--- config.mk ---
export PLATFORM = sky130hd
export DESIGN_NAME = round_timer
export DESIGN_NICKNAME = d
export VERILOG_FILES = /design/src/rtl/game_pkg.sv /design/src/rtl/tick_prescaler.sv /design/src/rtl/round_timer.sv
export SDC_FILE = /design/constraint.sdc
export NUM_CORES = 1
export LEC_CHECK = 0
export ABC_AREA = 1
export CORE_ASPECT_RATIO = 1.1
export CORE_MARGIN = 3
export CORE_UTILIZATION = 58
export CTS_CLUSTER_SIZE = 12
export DETAILED_ROUTE_END_ITERATION = 10
export GPL_TIMING_DRIVEN = 0
export MAX_ROUTING_LAYER = met4
export PLACE_DENSITY = 0.8
export SETUP_SLACK_MARGIN = 0.02
export SLEW_MARGIN = 40
export SYNTH_ARGS = -nofsm -noshare
export SYNTH_HDL_FRONTEND = slang
export SYNTH_SLANG_ARGS = --single-unit
export TNS_END_PERCENT = 50
--- constraint.sdc ---
create_clock -name clk -period 2.7 [get_ports clk]
set_input_delay 0.54 -clock clk [delete_from_list [all_inputs] [get_ports clk]]
set_output_delay 0.54 -clock clk [all_outputs]
set_load 0.02 [all_outputs]
--- src/rtl/game_pkg.sv ---
// Shared encodings for the whack-a-mole game datapath: round states and the
// mode/direction values sampled when a round starts.
package game_pkg;

    typedef enum logic [1:0] {
        IDLE    = 2'd0,
        RUN     = 2'd1,
        PAUSED  = 2'd2,
        EXPIRED = 2'd3
    } round_state_t;

    localparam logic MODE_HOLD = 1'b0;
    localparam logic MODE_WRAP = 1'b1;
    localparam logic DIR_UP    = 1'b0;
    localparam logic DIR_DOWN  = 1'b1;

endpackage

--- src/rtl/tick_prescaler.sv ---
// Divides the system clock by DIV: while enabled, tick is high for the one
// cycle in which the internal phase counter sits at DIV-1.
module tick_prescaler #(
    parameter int DIV = 4
) (
    input  logic clk,
    input  logic reset,
    input  logic enable,
    input  logic clear,
    output logic tick
);

    localparam int PW = $clog2(DIV);
    localparam logic [PW-1:0] LAST = PW'(DIV - 1);

    logic [PW-1:0] phase;

    assign tick = enable && (phase == LAST);

    // clear outranks enable so a restart always begins on a fresh phase
    always_ff @(posedge clk) begin
        if (!reset || clear) begin
            phase <= '0;
        end else if (enable) begin
            phase <= tick ? '0 : phase + PW'(1);
        end
    end

endmodule

--- src/rtl/round_timer.sv ---
// Game-round timer: prescaled tick plus an up/down round counter with hold
// (one-shot) or wrap (periodic) behaviour, pause, done pulse and expired level.
module round_timer
    import game_pkg::*;
#(
    parameter int CLK_HZ  = 50_000_000,
    parameter int TICK_HZ = 10,
    parameter int WIDTH   = 8
) (
    input  logic             clk,
    input  logic             reset,
    input  logic             start,
    input  logic             pause,
    input  logic             mode_wrap,
    input  logic             dir_down,
    input  logic [WIDTH-1:0] limit,
    output logic             tick,
    output logic [WIDTH-1:0] count,
    output logic             running,
    output logic             done,
    output logic             expired
);

    localparam int DIV = CLK_HZ / TICK_HZ;

    round_state_t     state, state_n;
    logic             mode_q, dir_q;
    logic [WIDTH-1:0] limit_q;
    logic [WIDTH-1:0] count_n, start_val, terminal;
    logic             tick_n, done_n;
    logic             active, presc_en, presc_clr, presc_tick;

    // The prescaler follows the pause level directly, so the transition cycle
    // out of PAUSED still advances and a pause of N clocks costs exactly N.
    assign active    = (state == RUN) || (state == PAUSED);
    assign presc_en  = active && !pause;
    assign presc_clr = start || !active;

    tick_prescaler #(.DIV(DIV)) u_prescaler (
        .clk    (clk),
        .reset  (reset),
        .enable (presc_en),
        .clear  (presc_clr),
        .tick   (presc_tick)
    );

    assign start_val = (dir_q == DIR_DOWN) ? limit_q : '0;
    assign terminal  = (dir_q == DIR_DOWN) ? '0 : limit_q;

    always_comb begin
        state_n = state;
        count_n = count;
        tick_n  = 1'b0;
        done_n  = 1'b0;
        if (start) begin
            state_n = RUN;
            count_n = (dir_down == DIR_DOWN) ? limit : '0;
        end else if (active) begin
            // only reachable with a zero-length hold round: expire without a tick
            if (mode_q == MODE_HOLD && count == terminal) begin
                state_n = EXPIRED;
                done_n  = 1'b1;
            end else begin
                state_n = pause ? PAUSED : RUN;
                if (presc_tick) begin
                    tick_n = 1'b1;
                    if (count == terminal) begin
                        count_n = start_val;
                    end else if (dir_q == DIR_DOWN) begin
                        count_n = count - WIDTH'(1);
                    end else begin
                        count_n = count + WIDTH'(1);
                    end
                    if (count_n == terminal) begin
                        done_n = 1'b1;
                        if (mode_q == MODE_HOLD) begin
                            state_n = EXPIRED;
                        end
                    end
                end
            end
        end
    end

    always_ff @(posedge clk) begin
        if (!reset) begin
            state   <= IDLE;
            count   <= '0;
            tick    <= 1'b0;
            done    <= 1'b0;
            mode_q  <= MODE_HOLD;
            dir_q   <= DIR_UP;
            limit_q <= '0;
        end else begin
            state <= state_n;
            count <= count_n;
            tick  <= tick_n;
            done  <= done_n;
            if (start) begin
                mode_q  <= mode_wrap;
                dir_q   <= dir_down;
                limit_q <= limit;
            end
        end
    end

    assign running = active;
    assign expired = (state == EXPIRED);

endmodule

==> results.yml, run 1 <==
global_routing:
  grt_pass1_vias: 2712
  grt_max_degree: 14
  track_usage: 0.254
  antenna_found_initial: 0
  grt_pass1_wl_um: 11700
  grt_remaining_overflow: 0
clock_network:
  postCtsSetupRepairBufs: 0
  clockBufferDepth: 2
  cts_root_buf: "clkbuf_8"
  ctsHtreeMaxLevel: 2
  clk_pin_slew_ns: 0.08
  cts_tree: "done"
  cts.sinks: 45
  cts_buffers: 5
  cts.hold.buffers_added: 0
  clk_latency_ns: 0.30
timing:
  finalHoldViolCount: 0
  setup-tns-final_ns: 0
  tightest_slew_ns: 0.473
  report.final.slew_viol_count: 0
  fin_crit_ns: 2.43
  fin_skew_ns: 0.00394
  fin_crit_sh: 0.902
  fmax_mhz: 411
  rsz0062_at_grt: "false"
  relSlewSlack: 0.682
  whs_ns: 0.496
  setup_viol: 0
synth:
  yosysSeqAreaShare: 0.307
  syn-mean-instance-area_sq_um: 6.64
  syn-cell-area_sq_um: 2930
  ys_ff_latch: 45
  synthCells: 442
  synth_nets: 465
  yosysWarnings: 0
  synth.distinct_cells: 40
place:
  placed_cells: 521
  port_buffers: 23
  hpwlAfterDp_um: 5400
  routabilityCongestion: 0.941
final_layout:
  final_util: 0.703
  drive_gt1_frac: 0.104
  area_growth_pct: 13.8
  diodes: 0
  most-common-layout-cells: "nand2_1 (102), inv_1 (58), nand3_1 (54)"
  fillers: 421
  layout.cells.non_filler: 529
  layout_commonest_cell: "nand2_1"
  layout.nets: 495
routing:
  remaining_drc_errors: 0
  vias: 2868
  avgRoutedWirePerCell_um: 12.6
  via_per_inst: 5.42
  drt-initial-drc-count: 130
  drtAntennaViolNets: 0
  wirelength_um: 6640
  drtPass1Iterations: 4
run_status:
  status: "finished, final reports clean"
flow_run:
  maxCapViolCount: 0
floorplan:
  die-width_um: 73.8
  rows: 26
  ios: 26
  die_h_um: 80.6
  initial_core_util: 0.617
  core_area_sq_um: 4750
  die_area_sq_um: 5950
setup_path:
  path_common_cell: "inv_1"
  critPathMaxStageDelay_ns: 0.41
  critPathCaptureType: "flop"
  start_kind: "flop"
  timing_worst_setup_path_type: "flop to flop"
  cp.arrival_ns: 2.61
  required_ns: 2.88
  crit_fanout: 10
  cp_cell_sequence: "ha_1 > nand2_2 > inv_2 > nand4_1 > nor2_2 > inv_1 > nor2_1 > inv_1 > nand2_2 > inv_1 > clkbuf_2 > o21ai_0 > a21oi_1"
  crit_path_top_delay_cell: "ha_1"
pwr:
  power.total_mw: 1.56
  power_density_nw_per_um2: 467
  ir_drop_v: 0.000475
  p_leak_nw: 1.43
min_path:
  hold_path_class: "flop to flop"
==> state kept, by name, summed over array words and instances, names as in the netlist <==
| signal | count |
|---|---|
| u_prescaler.phase | 23 |
| count | 8 |
| limit_q | 8 |
| state | 2 |
| dir_q | 1 |
| done | 1 |
| mode_q | 1 |
| tick | 1 |
==> worst paths after layout <==
path | startpoint | end | slack (ns) | cells after the start
worst min register to register | u_prescaler.phase[11]$_SDFFE_PP0P_ | u_prescaler.phase[11]$_SDFFE_PP0P_ | 0.50 | 1
worst min-delay path | u_prescaler.phase[11]$_SDFFE_PP0P_ | u_prescaler.phase[11]$_SDFFE_PP0P_ | 0.50 | 1
worst max-delay path | state[0]$_SDFFE_PN0P_ | u_prescaler.phase[16]$_SDFFE_PP0P_ | 0.27 | 13
worst max register to register | state[0]$_SDFFE_PN0P_ | u_prescaler.phase[16]$_SDFFE_PP0P_ | 0.27 | 13
==> metrics by stage <==
stage / instance area (sq um) / setup WS [ns]
after floorplan: 2930 / 0.581
after global placement: 3230 / -0.138
after CTS: 3330 / 0.196
after global routing: 3340 / 0.0231
final: 3340 / 0.265
after detailed placement: 3230 / -0.145
==> cell type report <==
cell class | instances | area (sq um) | share of cell area
Multi-Input combinational cell | 323 | 1720 | 0.516
Inverter | 62 | 233 | 0.0697
Buffer | 12 | 80.1 | 0.0240
Timing Repair Buffer | 23 | 230 | 0.0690
Clock buffer | 7 | 96.3 | 0.0289
Sequential cell | 45 | 901 | 0.270
Tap cell | 56 | 70.1 | 0.0210
Clock inverter | 1 | 5.00 | 0.00150
==> routing by layer <==
metal	up-vias	global-route usage	part of all wire	wire length [um]
li1	1515	-	-	-
met3	9	0.0350	0.035	233
met4	0	0.0833	0.017	110
met2	55	0.455	0.52	3480
met1	1289	0.286	0.42	2820
met5	-	-	0	0
==> timing repair <==
item | CTS | global route
setup endpoints to repair | 0 | 10
hold endpoints to repair | 0 | 0
gates resized for setup | 0 | 3
==> critical path, delay by kind of cell (launching register included) <==
family / cells / cell delay, ns
adder cells (fa/ha/maj): 1 / 0.41
flip-flops: 1 / 0.32
AO/OA/AOI/OAI: 2 / 0.16
buffers and inverters: 5 / 0.58
AND/OR/NAND/NOR: 5 / 0.84
==> report_power, final <==
part	total (mW)	internal [mW]	switching, mW	leakage [nW]
clock network	0.452	0.231	0.221	0.0542
logic	0.392	0.153	0.238	1.01
registers	0.715	0.686	0.0291	0.367
==> cell families after synthesis <==
group | synth area share
adders and majority gates | 0.0410
DFF | 0.307
and+or+nand+nor | 0.389
AOI/OAI and AO/OA | 0.133
xor gates and xnor gates | 0.0239
buffers and inverters | 0.106
==> synth_stat cells, drive strengths merged <==
master | count | area, sq um
nand2 | 115 | 479
inv | 62 | 233
nand3 | 61 | 348
dfxtp | 45 | 901
nor2 | 38 | 165
o21ai | 28 | 144
a21oi | 25 | 129
a31oi | 10 | 62.6
nor3 | 10 | 55.1
ha | 8 | 100
clkbuf | 7 | 26.3
buf | 5 | 52.5
xor2 | 5 | 43.8
nand4 | 4 | 25.0
nor4 | 4 | 40.0
xnor2 | 3 | 26.3
nand3b | 2 | 15.0
o31ai | 2 | 15.0
a211oi | 1 | 7.51
a31o | 1 | 8.76
a41oi | 1 | 8.76
and2 | 1 | 6.26
fa | 1 | 20.0
o21a | 1 | 7.51
o21bai | 1 | 7.51
or2 | 1 | 6.26
(Power assumes the default switching activity.)
==> run 2, diff against run 1 <==
--- a/config.mk
+++ b/config.mk
@@ -13,7 +13,7 @@
 export DETAILED_ROUTE_END_ITERATION = 10
 export GPL_TIMING_DRIVEN = 0
 export MAX_ROUTING_LAYER = met4
-export PLACE_DENSITY = 0.8
+export PLACE_DENSITY_LB_ADDON = 0.25
 export SETUP_SLACK_MARGIN = 0.02
 export SLEW_MARGIN = 40
 export SYNTH_ARGS = -nofsm -noshare
==> run 2 against run 1 <==
Clock skew is 0.0043 ns higher. Non-clock buffer count unchanged. Largest power group unchanged. Fmax down 0.83%. Cell area up 0.60%.
==> results.yml, run 2 (synthesis results as in run 1) <==
setup_path:
  reg2reg_to: "done$_SDFF_PP0_"
  critPathCaptureType: "flop"
  start_kind: "flop"
  crit_fanout: 10
  cp.arrival_ns: 2.68
  r2r_start: "dir_q$_SDFFE_PN0P_"
  required_ns: 2.92
  reg2reg_setup_slack_ns: 0.24
  timing_worst_setup_path_type: "flop to flop"
  ff2ff_path_depth: 10
pwr:
  p_clk_frac: 0.319
  power_frac_comb: 0.241
  power.total_mw: 1.63
  p_leak_nw: 1.44
  ir_drop_v: 0.000488
  p_switching_mw: 0.487
  p_seq_frac: 0.440
  power_density_nw_per_um2: 485
  power.internal_mw: 1.14
  p_sw_frac: 0.299
global_routing:
  grt_remaining_overflow: 0
  track_usage: 0.265
  grt_pass1_vias: 2767
  grt_max_degree: 14
  antenna_found_initial: 0
  grt_pass1_wl_um: 12100
final_layout:
  area_growth_pct: 14.5
  diodes: 0
  layout.cells.non_filler: 529
  fillers: 426
  multi_input_area_sq_um: 1730
  largest_register_ffs: 23
  register_area_sq_um: 901
  drive_gt1_frac: 0.101
  layout_commonest_cell: "nand2_1"
  layout.nets: 495
  largest-register: "u_prescaler.phase"
  most-common-layout-cells: "nand2_1 (102), inv_1 (58), nand3_1 (54)"
  reg_top3: "u_prescaler.phase (23), count (8), limit_q (8)"
floorplan:
  die_area_sq_um: 5950
  core_area_sq_um: 4750
  initial_core_util: 0.617
  die_h_um: 80.6
  rows: 26
  die-width_um: 73.8
  ios: 26
timing:
  setup_viol: 0
  fin_skew_ns: 0.00821
  layout_setup_ws_ns: 0.245
  fmax_mhz: 407
  tightest_slew_ns: 0.495
  finalHoldViolCount: 0
  fin_crit_sh: 0.909
  setup-tns-final_ns: 0
  rsz0062_at_grt: "false"
  relSlewSlack: 0.670
  fin_crit_ns: 2.46
  report.final.slew_viol_count: 0
clock_network:
  clk_latency_ns: 0.30
  clk_pin_slew_ns: 0.08
  cts_buffers: 5
  cts.sinks: 45
  cts_tree: "done"
  ctsHtreeMaxLevel: 2
  cts_root_buf: "clkbuf_8"
  cts.hold.buffers_added: 0
  clockBufferDepth: 2
min_path:
  min_to: "limit_q[2]$_SDFFE_PN0P_"
  hold_path_class: "flop to flop"
  min-delay-start: "limit_q[2]$_SDFFE_PN0P_"
  whs_path_depth: 2
place:
  pre_cts_ws_ns: -0.170
  port_buffers: 23
  routabilityCongestion: 0.972
  hpwlAfterDp_um: 5520
  placed_cells: 521
routing:
  drtAntennaViolNets: 0
  avgRoutedWirePerCell_um: 13.1
  wirelength_um: 6940
  via_per_inst: 5.53
  drtPass1Iterations: 4
  drt-initial-drc-count: 139
  remaining_drc_errors: 0
  vias: 2924
run_status:
  status: "finished, final reports clean"
flow_run:
  maxCapViolCount: 0
[run 2: cell types whose count changed in the layout (fill, tap and decap cells not counted), sizes merged]
cell,delta
bufinv,+1
clkinv,-1
[run 2: area by class of cell]
class | count | area share
repair buffers | 23 | 0.0686
well taps | 56 | 0.0209
multi-input cells | 323 | 0.515
clock inverters | 1 | 0.00894
clock buffers | 7 | 0.0257
flip-flops and latches | 45 | 0.268
inverters | 62 | 0.0693
plain buffers | 12 | 0.0238
[run 2: per-layer routing]
layer / part of all wire / track usage / vias up
met3: 0.035 / 0.0388 / 14
met4: 0.019 / 0.0960 / 0
li1: - / - / 1513
met5: 0 / - / -
met2: 0.53 / 0.473 / 68
met1: 0.42 / 0.296 / 1329
[run 2: metrics by stage]
step	hold WS, ns	utilization	cell area (sq um)
2_1_floorplan	0.455	-	2930
3_3_place_gp	0.484	0.681	3230
3_5_place_dp	0.484	0.681	3230
4_1_cts	0.495	0.705	3350
5_1_grt	0.530	0.707	3360
6_report	0.499	0.707	3360
[run 2: how the worst max path moves through the flow]
stage | start | endpoint | slack [ns] | depth (start not counted)
floorplan | state[0]$_SDFFE_PN0P_ | u_prescaler.phase[22]$_SDFFE_PP0P_ | 0.58 | 12
global placement | pause | u_prescaler.phase[11]$_SDFFE_PP0P_ | -0.12 | 14
detailed placement | pause | u_prescaler.phase[16]$_SDFFE_PP0P_ | -0.17 | 14
CTS | state[0]$_SDFFE_PN0P_ | u_prescaler.phase[11]$_SDFFE_PP0P_ | 0.14 | 13
global route | state[0]$_SDFFE_PN0P_ | u_prescaler.phase[13]$_SDFFE_PP0P_ | 0.03 | 13
finish | dir_q$_SDFFE_PN0P_ | done$_SDFF_PP0_ | 0.24 | 10
[run 2: repair_timing]
item | CTS | global route
resized for setup | 0 | 4
endpoints found under the setup margin | 0 | 10
setup buffers | 0 | 0
[run 2: power groups by stage]
stage	Clock [mW]	Sequential [mW]	Combinational [mW]
after global placement	0	0.730	0.384
after floorplan	0	0.736	0.276
after global routing	0.558	0.720	0.440
after detailed placement	0	0.731	0.391
after CTS	0.532	0.716	0.392
final	0.519	0.716	0.393
[run 2: worst max-delay path, stage by stage, from the launching register on]
cell and delay [ns]:
dfxtp_1 0.64, ha_1 0.39, a21oi_1 0.24, nand2_1 0.09
xor2_1 0.31, nand4_1 0.18, nand2_2 0.10, nand3_2 0.07
nor2_2 0.13, nand2_1 0.08, a21oi_1 0.14
